==> src/rtl/rm_pkg.sv <==
// Shared types and constants for the Simple RISC Machine datapath.
// Holds datapath sizing, write-back source encodings and the status-flag layout.
package rm_pkg;

    localparam int DW   = 16;
    localparam int NREG = 8;
    localparam int AW   = $clog2(NREG);

    typedef logic [DW-1:0] word_t;
    typedef logic [AW-1:0] ridx_t;

    typedef enum logic [1:0] {
        VSEL_C     = 2'b00,
        VSEL_PC    = 2'b01,
        VSEL_IMM   = 2'b10,
        VSEL_MDATA = 2'b11
    } vsel_e;

    typedef struct packed {
        logic z;
        logic n;
        logic v;
    } status_t;

endpackage

==> src/rtl/alu_writeback_if.sv <==
// Controller-to-write-back bundle: ALU result/flags, control strobes, mux sources and read port.
// The controller is the master; the write-back stage is the slave.
interface alu_writeback_if;
    import rm_pkg::*;

    word_t       alu_out;
    logic        Z;
    logic        N;
    logic        V;
    logic        loadc;
    logic        loads;
    logic        write;
    ridx_t       writenum;
    vsel_e       vsel;
    logic [7:0]  PC;
    word_t       sximm8;
    word_t       mdata;
    ridx_t       readnum;

    word_t       C;
    logic        Z_out;
    logic        N_out;
    logic        V_out;
    word_t       read_data;

    modport master (
        output alu_out, Z, N, V, loadc, loads, write, writenum, vsel,
               PC, sximm8, mdata, readnum,
        input  C, Z_out, N_out, V_out, read_data
    );

    modport slave (
        input  alu_out, Z, N, V, loadc, loads, write, writenum, vsel,
               PC, sximm8, mdata, readnum,
        output C, Z_out, N_out, V_out, read_data
    );

endinterface

==> src/rtl/alu_writeback_regfile.sv <==
// 8 x 16 register file: one synchronous write port, one asynchronous read port.
// Synchronous clear on reset; reads of the register being written return the old value.
module regfile
    import rm_pkg::*;
(
    input  logic  clk,
    input  logic  reset,
    input  logic  we_i,
    input  ridx_t waddr_i,
    input  word_t wdata_i,
    input  ridx_t raddr_i,
    output word_t rdata_o
);

    word_t mem_q [NREG];

    always_ff @(posedge clk) begin
        if (reset) begin
            for (int i = 0; i < NREG; i++) begin
                mem_q[i] <= '0;
            end
        end else if (we_i) begin
            mem_q[waddr_i] <= wdata_i;
        end
    end

    // No write bypass: the read sees only committed state.
    assign rdata_o = mem_q[raddr_i];

endmodule

==> src/rtl/alu_writeback.sv <==
// Write-back stage: C register, status register, 4:1 source mux and the register file.
// C/status update one edge after their load strobes; register writes become readable after the edge.
module alu_writeback
    import rm_pkg::*;
(
    input  logic             clk,
    input  logic             reset,
    alu_writeback_if.slave   wb
);

    word_t   c_q, c_d;
    status_t status_q, status_d;
    word_t   wdata;

    always_comb begin
        c_d = c_q;
        if (wb.loadc) begin
            c_d = wb.alu_out;
        end
    end

    always_comb begin
        status_d = status_q;
        if (wb.loads) begin
            status_d = '{z: wb.Z, n: wb.N, v: wb.V};
        end
    end

    // C source uses c_q so a same-edge loadc writes back the pre-update value.
    always_comb begin
        wdata = c_q;
        unique case (wb.vsel)
            VSEL_C:     wdata = c_q;
            VSEL_PC:    wdata = {8'h00, wb.PC};
            VSEL_IMM:   wdata = wb.sximm8;
            VSEL_MDATA: wdata = wb.mdata;
            default:    wdata = c_q;
        endcase
    end

    always_ff @(posedge clk) begin
        if (reset) begin
            c_q      <= '0;
            status_q <= '0;
        end else begin
            c_q      <= c_d;
            status_q <= status_d;
        end
    end

    regfile u_regfile (
        .clk     (clk),
        .reset   (reset),
        .we_i    (wb.write),
        .waddr_i (wb.writenum),
        .wdata_i (wdata),
        .raddr_i (wb.readnum),
        .rdata_o (wb.read_data)
    );

    assign wb.C     = c_q;
    assign wb.Z_out = status_q.z;
    assign wb.N_out = status_q.n;
    assign wb.V_out = status_q.v;

endmodule
==> src/flat_wrapper.sv <==
// flat-port wrapper written by rule: the top's interface ports become plain ports
module alu_writeback_flat import rm_pkg::*;
  (clk, reset, wb_alu_out, wb_Z, wb_N, wb_V, wb_loadc, wb_loads, wb_write, wb_writenum, wb_vsel, wb_PC, wb_sximm8, wb_mdata, wb_readnum, wb_C, wb_Z_out, wb_N_out, wb_V_out, wb_read_data);
  alu_writeback_if wb_i ();
  input  logic clk;
  input  logic reset;
  input wire logic [$bits(wb_i.alu_out)-1:0] wb_alu_out;
  input wire logic [$bits(wb_i.Z)-1:0] wb_Z;
  input wire logic [$bits(wb_i.N)-1:0] wb_N;
  input wire logic [$bits(wb_i.V)-1:0] wb_V;
  input wire logic [$bits(wb_i.loadc)-1:0] wb_loadc;
  input wire logic [$bits(wb_i.loads)-1:0] wb_loads;
  input wire logic [$bits(wb_i.write)-1:0] wb_write;
  input wire logic [$bits(wb_i.writenum)-1:0] wb_writenum;
  input wire logic [$bits(wb_i.vsel)-1:0] wb_vsel;
  input wire logic [$bits(wb_i.PC)-1:0] wb_PC;
  input wire logic [$bits(wb_i.sximm8)-1:0] wb_sximm8;
  input wire logic [$bits(wb_i.mdata)-1:0] wb_mdata;
  input wire logic [$bits(wb_i.readnum)-1:0] wb_readnum;
  output wire logic [$bits(wb_i.C)-1:0] wb_C;
  output wire logic [$bits(wb_i.Z_out)-1:0] wb_Z_out;
  output wire logic [$bits(wb_i.N_out)-1:0] wb_N_out;
  output wire logic [$bits(wb_i.V_out)-1:0] wb_V_out;
  output wire logic [$bits(wb_i.read_data)-1:0] wb_read_data;
  assign wb_i.alu_out = wb_alu_out;
  assign wb_i.Z = wb_Z;
  assign wb_i.N = wb_N;
  assign wb_i.V = wb_V;
  assign wb_i.loadc = wb_loadc;
  assign wb_i.loads = wb_loads;
  assign wb_i.write = wb_write;
  assign wb_i.writenum = wb_writenum;
  assign wb_i.vsel = wb_vsel;
  assign wb_i.PC = wb_PC;
  assign wb_i.sximm8 = wb_sximm8;
  assign wb_i.mdata = wb_mdata;
  assign wb_i.readnum = wb_readnum;
  assign wb_C = wb_i.C;
  assign wb_Z_out = wb_i.Z_out;
  assign wb_N_out = wb_i.N_out;
  assign wb_V_out = wb_i.V_out;
  assign wb_read_data = wb_i.read_data;
  alu_writeback u_core (.clk(clk), .reset(reset), .wb(wb_i));
endmodule
==> config.mk <==
export PLATFORM = sky130hd
export DESIGN_NAME = alu_writeback_flat
export DESIGN_NICKNAME = d
export VERILOG_FILES = /design/src/rtl/rm_pkg.sv /design/src/rtl/alu_writeback_if.sv /design/src/rtl/alu_writeback_regfile.sv /design/src/rtl/alu_writeback.sv /design/src/flat_wrapper.sv
export SDC_FILE = /design/constraint.sdc
export NUM_CORES = 1
export LEC_CHECK = 0
export ABC_AREA = 1
export BUFFER_PORTS_ARGS = -buffer_cell sky130_fd_sc_hd__buf_2
export CAP_MARGIN = 20
export CORE_MARGIN = 10
export CORE_UTILIZATION = 44
export CTS_BUF_LIST = sky130_fd_sc_hd__clkbuf_2
export CTS_CLUSTER_DIAMETER = 100
export CTS_CLUSTER_SIZE = 14
export DETAILED_ROUTE_END_ITERATION = 7
export PLACE_DENSITY = 0.72
export RECOVER_POWER = 25
export SLEW_MARGIN = 5
export SYNTH_ARGS = -nofsm -noshare
export SYNTH_HDL_FRONTEND = slang
export SYNTH_HIERARCHICAL = 1
export SYNTH_SLANG_ARGS = --single-unit
==> constraint.sdc <==
create_clock -name clk -period 2 [get_ports clk]
set_input_delay 0.2 -clock clk [delete_from_list [all_inputs] [get_ports clk]]
set_output_delay 0.2 -clock clk [all_outputs]
set_load 0.005 [all_outputs]
After elaboration in Yosys (flattened, before gate mapping). Memory sizes are Yosys's and may differ from the RTL's. Index checks and enable logic that the tools add are counted.

Register bits after elaboration: 19. Memory bits (writable): 128. Bits of input ports: 72. Word-level logic and storage cells: 19. Memories kept: 1.

Memories: u_core.u_regfile.mem_q (words 8, bits a word 16, read ports 1, clocked after memory_dff 0, wr ports 8, RTL line alu_writeback_regfile.sv:15) `word_t mem_q [NREG];`.

Equal/unequal tests: 3. Muxes and demuxes: 9. Reductions and logical operators: 2.

Operators with widths (count): $pmux W16 S4 (1); $mux W16 (1); $reduce_or A16 Y1 (1); $mux W1 (6); $eq A2 B2 Y1 const B (2); $mux W3 (1); $eq A2 B1 Y1 const B (1); $logic_not A2 Y1 (1).

Logic depth before layout (Yosys ltp). Gate-level depths: netlist of the first run.

Depth in word-level cells: 5. Gate-level depth with buffers: 7. Gate-level depth less buffers: 6.

By module. Netlist of the first run, hierarchy kept.

Modules (own cells, without submodules): regfile (instances 1, cells an instance 734, area each 6316.1 um^2, sequential area each 3843.7 um^2); alu_writeback (instances 1, cells an instance 166, area each 1059.8 um^2, sequential area each 380.4 um^2).

Worst setup path after synthesis of the first run. OpenSTA, ideal clock, no wires.

Path kind: input-to-reg. Start point: input reset. End point: memory u_core/u_regfile/mem_q[0][0] (netlist bit), enable pin. Arrival: 1.157 ns. Data required time: 1.628 ns. Path slack: 0.472 ns. Stages on the path: 6. Path buffers: 1. Path through: inv_2 > nand2_4 > nor2_4 > nand2_2 > buf_6 > nand2_1.

RTL lines: from (decl) (RTL line flat_wrapper.sv:6) `input logic reset;`; to (decl) (RTL line alu_writeback_regfile.sv:15).

Final worst setup path of the first run.
Start point: memory u_core/u_regfile/mem_q[2][5] (netlist bit). End point: output wb_read_data[5].

Cells in the longest elaborated chain, start to end: 1.

RTL lines: $mem_v2 Z8 W16; to (decl) (RTL line flat_wrapper.sv:24) `output wire logic [$bits(wb_i.read_data)-1:0] wb_read_data;`.

Every way passes these cells.

==> metrics.md, run 1 <==
| Metric | Value |
|---|---|
| Commonest non-fill, non-tap cell in the layout | `nand2_1` |
| End of the worst hold path | `u_core/u_regfile/mem_q[3][8]` |
| Routed len/inst | `15.6 um` |
| Worst hold path depth | `5` |
| Slowest-stage cell, CP | `edfxtp_1` |
| Number of buffers created by CTS | `17` |
| Sw frac | `0.264` |
| Total number of vias | `6399` |
| Syn Nets | `972` |
| CP startpoint | `u_core/u_regfile/mem_q[2][5]` |
| Die W | `149 um` |
| PD cells | `692 nW/um^2` |
| Postcts setup bufs | `0` |
| FMAX | `0.519 GHz` |
| Worst reg2reg path endpoint | `u_core/wb.C[7]` |
| Combinational power share | `0.147` |
| Die area | `22300 um^2` |
| Post-synthesis sequential area ratio | `0.573` |
| Die height | `149 um` |
| Final slew viol count | `0` |
| Synth area leaders | `edfxtp_1, nand2_1, inv_1, nor2_1, nand3_1` |
| Vias in the first global route | `6566` |
| H-tree depth | `4` |
| Average size of a mapped cell | `8.20 um^2` |
| Vias/cell | `4.89` |
| Num rows | `47` |
| CP Capture Type | `output port` |
| Yosys top cell by area | `edfxtp_1` |
| Kind of cell adding the most delay to the critical path | `flip-flops` |
| Finished Core Util | `0.548` |
| Worst Path Buf+Inv | `2` |
| MaxCap Viol Count | `0` |
| DRT iter0 DRCs | `510` |
| First-pass DRT Iterations | `5` |
| Status | `complete, no violations` |
| Worst reg2reg setup slack | `610 ps` |
| CP required | `1800 ps` |
| Pint | `4620 uW` |
| Setup-failing EPs final | `0` |
| DRT antenna net count | `0` |
| PortBufs | `106` |
| Initial Util | `0.446` |
| Reg power frac | `0.561` |
| Fin crit period | `1930 ps` |
| Static Leakage | `0.00430 uW` |
| Pwr Total | `6270 uW` |
| Fin. Hold Viols | `0` |
| Post-Syn Area | `7380 um^2` |
| Gpl congestion | `0.859` |
| Grt ovf | `0` |
| Dpl ws | `429 ps` |
| Worst EP arrival | `1730 ps` |
| Post-synth top area share | `0.521` |
| Relative max-transition margin | `0.393` |
| CP peak stage delay | `430 ps` |
| First-pass GRT wire length | `32900 um` |
| Area delta synth->final | `22.8%` |
| Critical Path Most Common Cell | `nand2_1` |
| Crit Path Category | `flip-flop to output port` |
| Number of remaining DRC errors | `0` |
| Clock Pin Slew Worst Setup and Hold Paths | `210 ps` |
| I/O Pins | `107` |
| Root Driver | `clkbuf_2` |
| Leading cell types in the layout, fill and taps excluded | `nand2_1, inv_1, nor2_1, edfxtp_1, buf_2` |
| Final WS setup | `73.8 ps` |
| Reg2Reg Depth | `3` |
| Critical path launch point type | `flip-flop` |
| HPWL after DPL | `13200 um` |
| Critical-path cell list | `inv_1 -> nand2_1 -> nand3_1 -> nand2_1 -> nand2_1 -> nand2_1 -> buf_2` |
| RSZ-0062 raised after global routing | `yes` |
| Fraction of layout cells with a size suffix above 1 | `0.167` |
| Synthesized instance count | `900` |
| Core Region | `16500 um^2` |
| Hold Path Class | `input pin to flip-flop` |
| Reg-to-Reg Start | `u_core/wb.C[7]` |
| Clock skew | `22.0 ps` |
| Yosys warnings | `6` |
| Layout net count | `1144` |
| Worst-skew pair later-pin latency | `720 ps` |
| Largest net degree at the start of global routing | `65` |
| Tot GR Track Use | `0.188` |
| Worst-path fanout max | `1` |
| WL final | `20400 um` |
| Initial antenna violation count | `2` |
| Worst Hold Launch | `wb_mdata[8]` |
| Net Sw Power | `1650 uW` |
| Clock Power Share | `0.292` |
| Flop and latch count out of synthesis | `147` |
| Final worst-path cycle share | `0.963` |
| Clock sinks | `147` |
| CTS Buffer Depth | `2` |
| CTS tree | `done` |
| Peak VDD IR | `0.000528 V` |
| Pin slew with the least headroom to its limit | `911 ps` |
| Distinct cells, synth | `18` |
cell type report:
class,count,area [um^2]
antenna,3,7.51
clock buffer,18,90.1
clock inverter,14,168
fill,1460,7470
inverter,157,589
multi-input combinational,555,2350
sequential,147,4220
tap,220,275
timing repair buffer,194,1360
tightest hold or removal path: stages:
cell	delay, ps
buf_2	80
nand2_1	40
nand3_1	70
inv_1	130
nor2_1	130
logic make-up (layout without fill, tap and decap cells):
kind of cell | after synthesis | count (layout) | synth area share
and+or+nand+nor | 536 | 536 | 0.300
buffers and inverters | 198 | 383 | 0.115
DFF | 147 | 147 | 0.573
AOI/OAI and AO/OA | 19 | 19 | 0.0129
other | 0 | 3 | 0
cell usage after synthesis:
cell / n
nand2_2: 8
a21oi_1: 19
clkbuf_2: 1
nand2_4: 1
nand2_1: 288
buf_4: 4
buf_6: 9
clkbuf_1: 10
nor2_4: 4
nand3_1: 96
nor2_1: 131
buf_1: 1
inv_1: 151
buf_2: 16
inv_2: 6
edfxtp_1: 128
nand4_1: 8
dfxtp_1: 19
repair_timing:
item / CTS / global route
endpoints found under the setup margin: 0 / 10
endpoints found under the hold margin: 29 / 0
hold buffers: 60 / 0
gates resized for setup: 0 / 14
per-layer routing:
| metal | routed length, um | global-route usage |
|---|---|---|
| met5 | 0 | 0 |
| met4 | 956 | 0.109 |
| met3 | 1130 | 0.0380 |
| met2 | 10500 | 0.330 |
| met1 | 7810 | 0.206 |
sequential cells by signal, indices dropped and copies added (netlist names):
register                cells
u_core/u_regfile/mem_q    128
u_core/wb.C                16
u_core/wb.N_out             1
u_core/wb.V_out             1
u_core/wb.Z_out             1
power groups by stage:
stage / Clock, uW / Sequential [uW] / Combinational (uW)
after floorplan: 0 / 3580 / 482
after global placement: 0 / 3580 / 791
after detailed placement: 0 / 3590 / 807
after CTS: 1860 / 3520 / 900
after global routing: 2000 / 3530 / 1020
final: 1830 / 3520 / 922
worst max path at each step:
| stage | depth (start not counted) | to | slack, ps |
|---|---|---|---|
| 2_1_floorplan | 6 | u_core/u_regfile/mem_q[0][0] | 470 |
| 3_3_place_gp | 7 | u_core/u_regfile/mem_q[3][9] | 500 |
| 3_5_place_dp | 7 | u_core/u_regfile/mem_q[5][13] | 430 |
| 4_1_cts | 7 | wb_read_data[5] | 30 |
| 5_1_grt | 7 | wb_read_data[14] | -40 |
| 6_report | 7 | wb_read_data[5] | 70 |
through the flow:
step,instances,TNS [ps],cell area [um^2],hold slack [ps]
5_1_grt,1307,-176,9060,7.31
3_5_place_dp,1213,0,8170,454
4_1_cts,1305,0,9030,6.54
2_1_floorplan,900,0,7380,340
3_3_place_gp,1213,0,8170,447
6_report,1308,0,9060,45.8
(Power assumes the default switching activity.)
==> run 2, diff against run 1 <==
--- a/config.mk
+++ b/config.mk
@@ -6,9 +6,9 @@
 export NUM_CORES = 1
 export LEC_CHECK = 0
 export ABC_AREA = 1
-export BUFFER_PORTS_ARGS = -buffer_cell sky130_fd_sc_hd__buf_2
+export BUFFER_PORTS_ARGS = -buffer_cell sky130_fd_sc_hd__buf_4
 export CAP_MARGIN = 20
-export CORE_MARGIN = 10
+export CORE_MARGIN = 8
 export CORE_UTILIZATION = 44
 export CTS_BUF_LIST = sky130_fd_sc_hd__clkbuf_2
 export CTS_CLUSTER_DIAMETER = 100
==> run 2 against run 1 <==
  * Flip-flop and latch count stayed put
  * Register-to-register slack better by 50 ps
  * Critical path type unchanged
  * Clock skew is 1.2 ps higher
==> metrics.md, run 2 (synthesized netlist as in run 1, its figures left out) <==
| Metric | Value |
|---|---|
| Status | `complete, no violations` |
| Static Leakage | `0.00436 uW (+1.4%)` |
| Critical-path cell list | `inv_1 -> nand2_1 -> nand3_1 -> nand2_1 -> nand2_1 -> nand2_1 -> buf_4` |
| Slowest-stage cell, CP | `edfxtp_1` |
| Combinational power share | `0.155 (+0.008)` |
| RSZ-0062 raised after global routing | `yes` |
| Largest Register | `u_core/u_regfile/mem_q` |
| Pin slew with the least headroom to its limit | `972 ps (+61.2 ps)` |
| Layout net count | `1135 (-0.79%)` |
| Largest net degree at the start of global routing | `65 (unchanged)` |
| Fillers | `1480 (+1.4%)` |
| H-tree depth | `4 (unchanged)` |
| End of the worst hold path | `u_core/u_regfile/mem_q[3][11]` |
| Final slew viol count | `0 (unchanged)` |
| First-pass DRT Iterations | `4 (-1)` |
| Fin. Hold Viols | `0 (unchanged)` |
| Pint | `4690 uW (+1.7%)` |
| Critical path launch point type | `flip-flop` |
| Worst reg2reg path endpoint | `u_core/wb.C[8]` |
| I/O Pins | `107 (unchanged)` |
| CTS tree | `done` |
| Commonest non-fill, non-tap cell in the layout | `nand2_1` |
| Die area | `21200 um^2 (-5.3%)` |
| Worst-skew pair later-pin latency | `680 ps (-40 ps)` |
| Dpl ws | `466 ps (+37.2 ps)` |
| Worst Hold Launch | `wb_sximm8[11]` |
| Number of remaining DRC errors | `0 (unchanged)` |
| PD cells | `684 nW/um^2 (-1.1%)` |
| Tot GR Track Use | `0.191 (+0.00312)` |
| Relative max-transition margin | `0.352 (-0.0408)` |
| Setup TNS | `0 ps (unchanged)` |
| Total number of vias | `6351 (-0.75%)` |
| DRT iter0 DRCs | `509 (-0.20%)` |
| Vias in the first global route | `6553 (-0.20%)` |
| Postcts setup bufs | `0 (unchanged)` |
| Reg2Reg Depth | `3 (unchanged)` |
| CP peak stage delay | `440 ps (about the same)` |
| Routed len/inst | `15.5 um (-0.45%)` |
| CTS Buffer Depth | `2 (unchanged)` |
| Root Driver | `clkbuf_2` |
| Gpl congestion | `0.807 (-6.0%)` |
| Area delta synth->final | `25.7%` |
| Leading cell types in the layout, fill and taps excluded | `nand2_1, inv_1, nor2_1, edfxtp_1, buf_4` |
| Reg power frac | `0.555 (-0.006)` |
| Finished Core Util | `0.563 (+0.0150)` |
| Net Sw Power | `1650 uW (about the same)` |
| Worst-path fanout max | `1 (unchanged)` |
| Fraction of layout cells with a size suffix above 1 | `0.170 (+0.00357)` |
| Clock Pin Slew Worst Setup and Hold Paths | `210 ps (about the same)` |
| Kind of cell adding the most delay to the critical path | `flip-flops` |
| Critical Path Most Common Cell | `nand2_1` |
| Setup-failing EPs final | `0 (unchanged)` |
| CP required | `1800 ps (about the same)` |
| WL final | `20100 um (-1.4%)` |
| Number of buffers created by CTS | `17 (unchanged)` |
| Initial antenna violation count | `1 (-1)` |
| DRT antenna net count | `0 (unchanged)` |
| Num rows | `47 (unchanged)` |
| Worst EP arrival | `1700 ps (-30 ps)` |
| Hold slack | `80.8 ps (+34.9 ps)` |
| PortBufs | `106 (unchanged)` |
| Clock Power Share | `0.290 (-0.002)` |
| Placed cell area | `8420 um^2 (+3.0%)` |
| Die height | `145 um (-2.7%)` |
| Peak VDD IR | `0.000402 V (-24%)` |
| Worst reg2reg setup slack | `660 ps (+50 ps)` |
| First-pass GRT wire length | `32500 um (-1.1%)` |
| Final instance area | `9270 um^2 (+2.4%)` |
| Final WS setup | `104 ps (+29.9 ps)` |
| Final worst-path cycle share | `0.948 (-0.0149)` |
| Core Region | `16500 um^2 (-0.36%)` |
| Clock sinks | `147 (unchanged)` |
| Sw frac | `0.260 (-0.00322)` |
| HPWL after DPL | `13000 um (-2.0%)` |
| Worst Path Buf+Inv | `2 (unchanged)` |
| CP Capture Type | `output port` |
| Initial Util | `0.448 (+0.00159)` |
| Fin crit period | `1900 ps (-29.9 ps)` |
| MaxCap Viol Count | `0 (unchanged)` |
| Worst hold path depth | `5 (unchanged)` |
| Hold Path Class | `input pin to flip-flop` |
| Reg-to-Reg Start | `u_core/wb.C[8]` |
| Clock skew | `23.1 ps (+1.16 ps)` |
| Grt ovf | `0 (unchanged)` |
| Vias/cell | `4.90 (+0.25%)` |
| Largest register FFs | `128 (unchanged)` |
| Crit Path Category | `flip-flop to output port` |
| FMAX | `0.527 GHz (+1.6%)` |
| Die W | `145 um (-2.7%)` |
## run 2: cell count changes in the layout (fill, tap and decap cells not counted), moves of 3 or more
cell	delta
clkbuf_1	-9
dlygate4sd3_1	-3
buf_2	-102
clkbuf_2	+4
buf_4	+96
clkinv_1	-3
buf_6	+4
## run 2: area by class of cell
type	instances	area, um^2	share of cell area
Sequential cell	147	4220	0.456
Multi-Input combinational cell	555	2320	0.250
Timing Repair Buffer	185	1600	0.173
Inverter	157	589	0.0636
Tap cell	220	275	0.0297
Clock inverter	11	163	0.0175
Clock buffer	19	95.1	0.0103
Antenna cell	1	2.50	0.000270
## run 2: how the worst max path moves through the flow
stage / start / end / slack [ps] / cells past startpoint
after global routing: u_core/u_regfile/mem_q[0][2] / wb_read_data[2] / -40 / 7
after floorplan: reset / u_core/u_regfile/mem_q[0][0] / 470 / 6
after detailed placement: reset / u_core/u_regfile/mem_q[2][14] / 470 / 7
final: u_core/u_regfile/mem_q[0][4] / wb_read_data[4] / 100 / 7
after CTS: u_core/u_regfile/mem_q[0][4] / wb_read_data[4] / 30 / 7
after global placement: reset / u_core/u_regfile/mem_q[2][10] / 490 / 7
## run 2: through the flow
| stage | power [uW] | std cells |
|---|---|---|
| global route | 6610 | 1295 |
| CTS | 6350 | 1294 |
| floorplan | 4060 | 900 |
| global placement | 4450 | 1207 |
| finish | 6350 | 1295 |
| detailed placement | 4470 | 1207 |
## run 2: routing by layer
layer,global-route usage,wire length (um),vias to the layer above
met5,0,0,-
met4,0.0765,512,0
met3,0.0407,970,48
met2,0.340,10400,228
met1,0.219,8240,2971
li1,-,-,3104
## run 2: power by group through the flow
stage	registers [uW]	logic [uW]	clock network, uW
2_1_floorplan	3580	482	0
3_3_place_gp	3580	865	0
3_5_place_dp	3590	877	0
4_1_cts	3520	968	1860
5_1_grt	3540	1090	1980
6_report	3520	987	1840
## run 2: worst register-to-register path, cell delays in order (launching register included)
cell and delay (ps):
dfxtp_1 400, nand2_1 100, a21oi_1 210, dlygate4sd3_1 590
## run 2: timing repair
action,in CTS,in global routing
gates resized for setup,0,19
endpoints found under the hold margin,19,0
endpoints found under the setup margin,0,16
hold buffers,57,0
==> run 3, diff against run 2 <==
--- a/config.mk
+++ b/config.mk
@@ -12,8 +12,9 @@
 export CORE_UTILIZATION = 44
 export CTS_BUF_LIST = sky130_fd_sc_hd__clkbuf_2
 export CTS_CLUSTER_DIAMETER = 100
-export CTS_CLUSTER_SIZE = 14
+export CTS_CLUSTER_SIZE = 25
 export DETAILED_ROUTE_END_ITERATION = 7
+export GPL_TIMING_DRIVEN = 0
 export PLACE_DENSITY = 0.72
 export RECOVER_POWER = 25
 export SLEW_MARGIN = 5
==> constraint.sdc (replaced) <==
create_clock -name clk -period 1.77 [get_ports clk]
set_input_delay 0.177 -clock clk [delete_from_list [all_inputs] [get_ports clk]]
set_output_delay 0.177 -clock clk [all_outputs]
set_load 0.005 [all_outputs]
==> run 3 against run 2 <==
  * The run now ends with negative setup slack left
  * Cell count increased by 3.4%
  * Clock skew decreased by 0.61 ps
  * Combinational power increased by 24%
  * Largest power group unchanged
==> metrics.md, run 3 (synthesized netlist as in run 1, its figures left out) <==
| Metric | Value |
|---|---|
| PD cells | `709 nW/um^2 (+3.6%)` |
| HPWL after DPL | `14100 um (+8.4%)` |
| CP required | `2120 ps (+320 ps)` |
| Status | `complete, but fails checks` |
| Reg power frac | `0.584 (+0.029)` |
| Leading cell types in the layout, fill and taps excluded | `nand2_1, inv_1, nor2_1, edfxtp_1, dlygate4sd3_1` |
| H-tree depth | `4 (unchanged)` |
| Clock Pin Slew Worst Setup and Hold Paths | `190 ps (-20 ps)` |
| Worst-path fanout max | `16 (+15)` |
| Pint | `4910 uW (+4.6%)` |
| CTS tree | `done` |
| Final slew viol count | `0 (unchanged)` |
| Crit Path Category | `input pin to flip-flop` |
| Total number of vias | `6645 (+4.6%)` |
| Sw frac | `0.279 (+0.0186)` |
| WL final | `21300 um (+5.9%)` |
| Vias/cell | `4.96 (+1.2%)` |
| Clock Power Share | `0.236 (-0.054)` |
| Crit path depth | `7 (unchanged)` |
| FMAX | `0.512 GHz` |
| Worst EP arrival | `2310 ps (+610 ps)` |
| Placed cells | `1222 (+1.2%)` |
| Worst-skew pair later-pin latency | `720 ps (+40 ps)` |
| Setup-failing EPs final | `80 (+80)` |
| Kind of cell adding the most delay to the critical path | `simple AND/OR/NAND/NOR gates` |
| Initial Util | `0.448 (unchanged)` |
| Relative max-transition margin | `0.427 (+0.0755)` |
| Root Driver | `clkbuf_2` |
| Tot GR Track Use | `0.201 (+0.0101)` |
| Critical-path cell list | `dlygate4sd3_1 -> clkbuf_1 -> inv_1 -> nor2_1 -> nand2_2 -> buf_6 -> nand2_1` |
| Final instance area | `9600 um^2 (+3.5%)` |
| Largest Register | `u_core/u_regfile/mem_q` |
| Layout net count | `1177 (+3.7%)` |
| Commonest non-fill, non-tap cell in the layout | `nand2_1` |
| Hold slack | `62.3 ps (-18.4 ps)` |
| Core Region | `16500 um^2 (unchanged)` |
| Fin. Hold Viols | `0 (unchanged)` |
| First-pass GRT wire length | `33300 um (+2.4%)` |
| CP Capture Type | `flip-flop` |
| Worst Path Buf+Inv | `4 (+2)` |
| Pin slew with the least headroom to its limit | `857 ps (-115 ps)` |
| Num rows | `47 (unchanged)` |
| Final worst-path cycle share | `1.10` |
| Non-Filler Instances | `1339 (+3.4%)` |
| Initial antenna violation count | `1 (unchanged)` |
| CTS Buffer Depth | `2 (unchanged)` |
| Peak VDD IR | `0.000377 V (-6.1%)` |
| Routed len/inst | `15.9 um (+2.4%)` |
| Final WS setup | `-183 ps (-287 ps)` |
| Combinational power share | `0.179 (+0.024)` |
| Static Leakage | `0.00448 uW (+2.7%)` |
| Largest register FFs | `128 (unchanged)` |
| Die area | `21200 um^2 (unchanged)` |
| Slowest-stage cell, CP | `nand2_1` |
| Critical path launch point type | `input pin` |
| DRT iter0 DRCs | `491 (-3.5%)` |
| Clock skew | `22.5 ps (-0.608 ps)` |
| Die W | `145 um (unchanged)` |
| Hold Path Class | `input pin to flip-flop` |
| Area delta synth->final | `30.2%` |
| Failing checks | `negative setup slack` |
| Gpl congestion | `0.820 (+1.6%)` |
| Fraction of layout cells with a size suffix above 1 | `0.188 (+0.0174)` |
| Net Sw Power | `1900 uW (+15%)` |
| Grt ovf | `0 (unchanged)` |
| Worst hold path depth | `5 (unchanged)` |
| Vias in the first global route | `6563 (+0.15%)` |
| Reg2Reg Depth | `5 (+2)` |
| First-pass DRT Iterations | `5 (+1)` |
| RSZ-0062 raised after global routing | `yes` |
| Number of buffers created by CTS | `17 (unchanged)` |
| I/O Pins | `107 (unchanged)` |
| Clock sinks | `147 (unchanged)` |
| DRT antenna net count | `0 (unchanged)` |
| CP peak stage delay | `630 ps (+190 ps)` |
| Largest net degree at the start of global routing | `17 (-74%)` |
| Die height | `145 um (unchanged)` |
| PortBufs | `102 (-3.8%)` |
| Placed cell area | `8420 um^2 (unchanged)` |
| MaxCap Viol Count | `0 (unchanged)` |
| Finished Core Util | `0.583 (+0.0199)` |
| Fin crit period | `1950 ps` |
| Number of remaining DRC errors | `0 (unchanged)` |
| Fillers | `1429 (-3.4%)` |
run 3: metal layers:
layer  routed length, um  GRT usage
met5                   0          0
met1                8680      0.235
met4                 728     0.0979
met2               10600      0.343
met3                1260     0.0451
run 3: metrics by stage:
stage	power (uW)	setup WS, ps	TNS (ps)
2_1_floorplan	4590	265	0
3_3_place_gp	5010	-350	-34030
3_5_place_dp	5030	-386	-38190
4_1_cts	6810	-161	-2100
5_1_grt	7110	-275	-13060
6_report	6810	-183	-6980
run 3: power groups by stage:
| stage | Clock [uW] | Combinational, uW | Sequential (uW) |
|---|---|---|---|
| global placement | 0 | 961 | 4050 |
| floorplan | 0 | 545 | 4040 |
| CTS | 1650 | 1180 | 3980 |
| global route | 1780 | 1330 | 4000 |
| finish | 1610 | 1220 | 3980 |
| detailed placement | 0 | 979 | 4060 |
run 3: timing repair:
item                                    in CTS  in global routing
pin swaps                                   13                 19
setup buffers                                0                  0
resized for setup                           31                 22
cloned                                       0                  0
hold endpoints to repair                   118                  0
endpoints found under the setup margin      16                 17
hold buffers                                84                  0
run 3: area by class of cell:
cell class	count	area, um^2	share of cell area
sequential	147	4220	0.440
multi-input combinational	555	2410	0.252
timing repair buffer	186	1660	0.173
inverter	157	589	0.0614
tap	220	275	0.0287
buffer	41	251	0.0262
clock inverter	15	98.8	0.0103
clock buffer	17	85.1	0.00886
antenna	1	2.50	0.000261
run 3: path summary, 6_finish.rpt:
| check | slack [ps] | end | startpoint |
|---|---|---|---|
| worst max-delay path | -180 | u_core/u_regfile/mem_q[5][11] | wb_writenum[0] |
| worst min-delay path | 60 | u_core/u_regfile/mem_q[0][15] | wb_mdata[15] |
| worst max register to register | 40 | u_core/u_regfile/mem_q[2][9] | u_core/wb.C[9] |
| worst min register to register | 890 | u_core/u_regfile/mem_q[7][3] | u_core/wb.C[3] |
run 3: worst reg2reg max path: cells and delay by family, from the launching register on:
kind / cells / cell delay (ps)
buf+inv: 2 / 860
flops: 1 / 380
simple gates: 3 / 270
